[config.mk]
export PLATFORM = sky130hd
export DESIGN_NAME = switch_debounce3
export DESIGN_NICKNAME = d
export VERILOG_FILES = /design/src/rtl/switch_debounce3.sv
export SDC_FILE = /design/constraint.sdc
export NUM_CORES = 1
export LEC_CHECK = 0
export ABC_AREA = 1
export CORE_MARGIN = 2
export CORE_UTILIZATION = 38
export CTS_BUF_LIST = sky130_fd_sc_hd__clkbuf_8 sky130_fd_sc_hd__clkbuf_16
export CTS_CLUSTER_SIZE = 28
export DETAILED_ROUTE_END_ITERATION = 7
export PLACE_DENSITY = 0.61
export RECOVER_POWER = 50
export SLEW_MARGIN = 20
export SYNTH_ARGS = -nofsm -noshare
export SYNTH_HDL_FRONTEND = slang
export SYNTH_SLANG_ARGS = --single-unit
[constraint.sdc]
create_clock -name clk -period 2.09 [get_ports clk]
set_input_delay 0.209 -clock clk [delete_from_list [all_inputs] [get_ports clk]]
set_output_delay 0.209 -clock clk [all_outputs]
set_load 0.005 [all_outputs]
[src/rtl/switch_debounce3.sv]
// -----------------------------------------------------------------------------
// switch_debounce3
//
// Three-channel switch conditioner for the lamp-control stage (S1/S2/S3).
// Each raw switch level passes through a two-flop synchroniser. A per-channel
// stability counter then only lets the clean level follow the synchronised
// input after DB_CYCLES consecutive disagreeing cycles. Any return to
// agreement clears the count, so no partial credit carries over.
//
// Optional feature (macro SWITCH_DEBOUNCE3_TOGGLE_EN):
//   defined   - push-button mode. Every qualified 0->1 transition of the
//               internal stable level toggles sw_db. Qualified 1->0
//               transitions only update the internal level.
//   undefined - level-switch mode. sw_db is the internal stable level.
//
// Parameters:
//   DB_CYCLES - consecutive disagreeing cycles before the output updates
//               (legal range 1 .. 2**CNT_W-1)
//   CNT_W     - width of each channel's stability counter
//
// Ports:
//   clk     - system clock, rising-edge active
//   rst     - asynchronous, active-high reset
//   sw_in   - raw switch levels (bit0->S1, bit1->S2, bit2->S3)
//   sw_db   - debounced levels driving lamp-control S1..S3
//   sw_chg  - registered one-cycle strobe per channel on each sw_db change
//   any_chg - combinational OR of sw_chg
// -----------------------------------------------------------------------------
module switch_debounce3 #(
   parameter int DB_CYCLES = 16,
   parameter int CNT_W     = 5
) (
   input  logic       clk,
   input  logic       rst,
   input  logic [2:0] sw_in,
   output logic [2:0] sw_db,
   output logic [2:0] sw_chg,
   output logic       any_chg
);

   localparam logic [CNT_W-1:0] CNT_LAST = CNT_W'(DB_CYCLES - 1);
   localparam logic [CNT_W-1:0] CNT_ONE  = CNT_W'(1);

   logic [2:0]       s1_q;
   logic [2:0]       s2_q;
   logic [2:0]       lvl_q;     // internal stable (filtered) level
   logic [2:0]       chg_q;
   logic [CNT_W-1:0] cnt_q [3];

   logic [2:0]       diff;      // synchronised input disagrees with stable level
   logic [2:0]       done;      // disagreement has lasted DB_CYCLES edges
   logic [2:0]       chg_d;

   // Two-flop synchroniser; only s2_q is used downstream.
   always_ff @(posedge clk or posedge rst) begin
      if (rst) begin
         s1_q <= '0;
         s2_q <= '0;
      end else begin
         s1_q <= sw_in;
         s2_q <= s1_q;
      end
   end

   always_comb begin
      diff = s2_q ^ lvl_q;
      done = '0;
      for (int i = 0; i < 3; i++) begin
         done[i] = diff[i] && (cnt_q[i] == CNT_LAST);
      end
   end

   // Stability counters and stable level. The counter is cleared both on
   // agreement and on qualification, so it never exceeds DB_CYCLES-1.
   always_ff @(posedge clk or posedge rst) begin
      if (rst) begin
         for (int i = 0; i < 3; i++) begin
            cnt_q[i] <= '0;
         end
         lvl_q <= '0;
      end else begin
         for (int i = 0; i < 3; i++) begin
            if (!diff[i] || done[i]) begin
               cnt_q[i] <= '0;
            end else begin
               cnt_q[i] <= cnt_q[i] + CNT_ONE;
            end
         end
         // done is only set where the level disagrees, so flipping those
         // bits copies s2_q into the stable level.
         lvl_q <= lvl_q ^ done;
      end
   end

`ifdef SWITCH_DEBOUNCE3_TOGGLE_EN
   logic [2:0] tog_q;

   // Only qualified rising transitions (new level 1) toggle the output.
   assign chg_d = done & s2_q;

   always_ff @(posedge clk or posedge rst) begin
      if (rst) begin
         tog_q <= '0;
      end else begin
         tog_q <= tog_q ^ chg_d;
      end
   end

   assign sw_db = tog_q;
`else
   assign chg_d = done;
   assign sw_db = lvl_q;
`endif

   // Strobe is registered alongside the output update, so it is high for
   // exactly the cycle after the edge that changed sw_db.
   always_ff @(posedge clk or posedge rst) begin
      if (rst) begin
         chg_q <= '0;
      end else begin
         chg_q <= chg_d;
      end
   end

   assign sw_chg  = chg_q;
   assign any_chg = |chg_q;

endmodule

# Word-level counts from Yosys, hierarchy flattened
# Cells that the tools add are included.
# Widths: inputs -> output; s select.
[word_totals]
register_bits = 27
input_bits = 5
out_inout_bits = 7
elab_cells = 28
[classes]
addsub = 3
eq_ne = 3
muxes = 3
n_bitwise = 2
n_reduce_logical = 10
[ops]
columns = ["operator", "n"]
rows = [
  ["$add 5x1->5 const B", 3],
  ["$eq 5x4->1 const B", 3],
  ["$mux 5", 3],
  ["$xor 3x3->3", 2],
  ["$logic_and 1x1->1", 3],
  ["$logic_not 1->1", 3],
  ["$logic_or 1x1->1", 3],
  ["$reduce_or 3->1", 1],
]

# Longest topological paths before layout
[logic_depth]
word_depth = 4
depth_mapped = 7
mapped_depth_nobuf = 7

# Worst setup path after synthesis
# Ideal clock, no wire load.
[synth_path]
kind = "register to register"
startpoint = "register cnt_q[0] (netlist bit)"
endpoint = "register cnt_q[3] (netlist bit)"
setup_time_ns = 0.069
arrival_time_ns = 1.170
t_required_ns = 2.021
path_slack_ns = 0.851
stages_incl_launch_ff = 8
path_buffers = 0
period_less_slack_ns = 1.239
cell_sequence = "dfrtp_1 > ha_1 > nand2_1 > nor2_1 > ha_1 > inv_2 > nand3_2 > nor2_2"
[synth_via]
elab_chain_cells = 4
elab_cells_between_ends = 5
cone_classes = "1 x add/sub; 1 x eq/ne; 1 x mux; 2 x reduce/logical"
[synth_lines]
columns = ["item", "line_no", "text"]
rows = [
  ["from (decl)", "48", "logic [CNT_W-1:0] cnt_q [3];"],
  ["from (signal, indexed assignment)", "86", "cnt_q[i] <= cnt_q[i] + CNT_ONE;"],
  ["branches (longest 3 deep; another with $add 5x1->5)", "n/a", ""],
  ["$mux 5 *", "83", "if (!diff[i] || done[i]) begin"],
]
# Mark *: on every way between the ends.

# Worst setup path in the final report
[layout_path]
startpoint = "register chg_q[1], in the netlist sw_chg[1]"
endpoint = "output any_chg"
[layout_via]
elab_chain_cells = 1
[layout_lines]
columns = ["item", "line_no", "text"]
rows = [
  ["from (decl)", "47", "logic [2:0] chg_q;"],
  ["from (signal assigned)", "121", "chg_q <= chg_d;"],
  ["$reduce_or 3->1", "126", "assign any_chg = |chg_q;"],
  ["to (decl)", "38", "output logic any_chg"],
]
# Every way passes these cells.

==> out/qor.csv <==
metric;value;unit
swShare;23.2;%
root_buffer;clkbuf_8;
p_leak;0.627;nW
rrSetupSlack;720;ps
crit_slowest_cell;clkdlybuf4s50_1;
netlist_area;0.00111;mm^2
setup-tns-final;0;ps
io_pins;12;
insertion_delay;280;ps
clk_path_buf_depth;2;
maxCapViolations;0;
synthTopCellsByArea;dfrtp_1 (61%), ha_1 (6.8%), nand2_1 (6.1%);
antenna_found_initial;0;
grt_use_met2;22.2;%
ys_warn_count;0;
synth_fp_nets;121;
area_growth_syn_to_layout;18.2;%
worst_slew_pin_slew;1420;ps
routed-via-count;714;
syn_area_per_cell;10.1;um^2
synthMuxAreaShare;0;%
fin_crit_sh;79.9;%
yosysTopAreaCell;dfrtp_1;
synth-simple-area-share;21.9;%
grt_overflow;0;
p_seq_share;61.2;%
nNetsFinal;138;
dieHeight;58.0;um
wire_per_inst;10.2;um
cts-htree-levels;1;
power_density;697;mW/mm^2
rr_startpoint;cnt_q[10];
hold_start;s1_q[1];
yosys.area_share.adder;6.79;%
combPwrFrac;5.9;%
grt_max_degree;28;
whs_path_depth;0;
slew_viol_final;0;
synth_top_family_by_area;simple AND/OR/NAND/NOR gates;
holdBufCountCts;0;
coreArea;0.00276;mm^2
end_kind;output pin;
place_area;0.00126;mm^2
die_w;58.0;um
drtIter0Drc;28;
r2r-end;cnt_q[13];
ys_ff_latch;27;
synth_top_area_share;61.1;%
drc;0;
cts.clk_slew.worst_paths;90;ps
status;finished, final reports clean;
worst-endpoint-required;1880;ps
wl;1610;um
gp_congestion;0.743;
arrival;1460;ps
grt_pass1_vias;809;
die_area;0.00336;mm^2
cts_made_buffers;3;
clockPowerShare;32.9;%
min_period;1670;ps
hpwl;1170;um
synth_cells;110;
fin_skew;5.09;ps
crit_path_start_kind;flop;
hp-class;reg -> reg;
grt_use_total;12.2;%
grt_busiest_layer;met2;
internal-power;0.000700;W
crit_chain;or3_1 -> clkdlybuf4s50_1;
synth_compound_area_share;1.36;%
grt_util_met3;2.01;%
crit_fanout;2;
cp_num_buf_inv;1;
fin_total_pwr;0.000911;W
r2r_cells;7;
synth_cell_types;14;
critPathTopFamily;buffers and inverters;
ctsResizeCount;0;
synth_xor_area_share;2.38;%
fin_area;0.00131;mm^2
slowest_delay;440;ps
drive_gt1_share;12.7;%
cts_sinks;27;
ir_worst_vdd;0.340;mV
rsz0062_at_grt;no;
final-setup-viol-count;0;
cts_post_setup_buffers_inserted;0;
met1_usage;12.7;%
cts_tree;yes;
grt_pass1_wl;3080;um
ant_nets;0;
maxSlewHeadroom;5.08;%
start_util;40.1;%
whs_endpoint;s2_q[1];
port_buffers;11;
rows;19;
num_antenna_cells;0;
n_fill_cell;264;
fmax;599;MHz
viasPerCell;4.55;
hold_viol;0;
holdWs;354;ps
synth_seq_area_share;61.1;%
worstSetupPathType;reg -> out;
p_sw;0.000211;W
dr.pass1.iters;4;
-- how the worst max path moves through the flow --
stage / from / end / cells after the start
after global placement: sw_chg[1] / any_chg / 2
final: sw_chg[1] / any_chg / 2
after detailed placement: sw_chg[1] / any_chg / 2
after global routing: rst / cnt_q[3] / 3
after floorplan: cnt_q[0] / cnt_q[3] / 7
after CTS: sw_chg[1] / any_chg / 2
-- synthesized netlist by cell type --
cell     count
dfrtp_1     27
ha_1         6
inv_1       16
inv_2        3
nand2_1     18
nand2_2      3
nand3_1      3
nand3_2      3
nand4_1      3
nor2_1      18
nor2_2       3
o21ai_1      3
or3_1        1
xnor2_1      3
-- power by group through the flow --
stage	sequential [W]	combinational [W]	clock, W
finish	0.000558	0.0000537	0.000300
global route	0.000562	0.0000649	0.000337
CTS	0.000557	0.0000577	0.000321
detailed placement	0.000568	0.0000574	0
global placement	0.000567	0.0000558	0
floorplan	0.000565	0.0000401	0
-- kinds of logic after synthesis --
| family | count (synthesis) |
|---|---|
| xor gates and xnor gates | 3 |
| AOI/OAI and AO/OA | 3 |
| adders and majority gates | 6 |
| and+or+nand+nor | 52 |
| buffers and inverters | 19 |
| DFF | 27 |
-- through the flow --
stage | cells | utilization [%] | setup slack, ps
3_3_place_gp | 153 | 45.8 | 734
2_1_floorplan | 110 | - | 851
4_1_cts | 157 | 47.5 | 397
5_1_grt | 157 | 47.4 | 220
3_5_place_dp | 153 | 45.8 | 724
6_report | 157 | 47.4 | 420
-- metal layers --
metal	part of all wire, %	vias to the layer above
li1	-	367
met1	44	331
met2	49	11
met3	3.4	5
met4	3.2	0
met5	0	-
-- cell type report --
cell class                 count  area, um^2  share of cell area (%)
multi-input combinational     64         359                    27.5
sequential                    27         676                    51.7
clock buffer                   3        41.3                    3.16
tap                           31        38.8                    2.97
clock inverter                 1        7.51                   0.574
inverter                      19        71.3                    5.45
timing repair buffer          12         114                    8.71
-- layout by cell type (no fill, tap or decap), drive strengths merged --
master	count
nor2	21
nand2	21
dfrtp	27
or3	1
nand4	3
o21ai	3
ha	6
clkinvlp	1
clkbuf	4
clkdlybuf4s50	8
dlygate4sd3	3
nand3	6
xnor2	3
inv	19
Note: power is estimated with default switching activity, not from simulation.
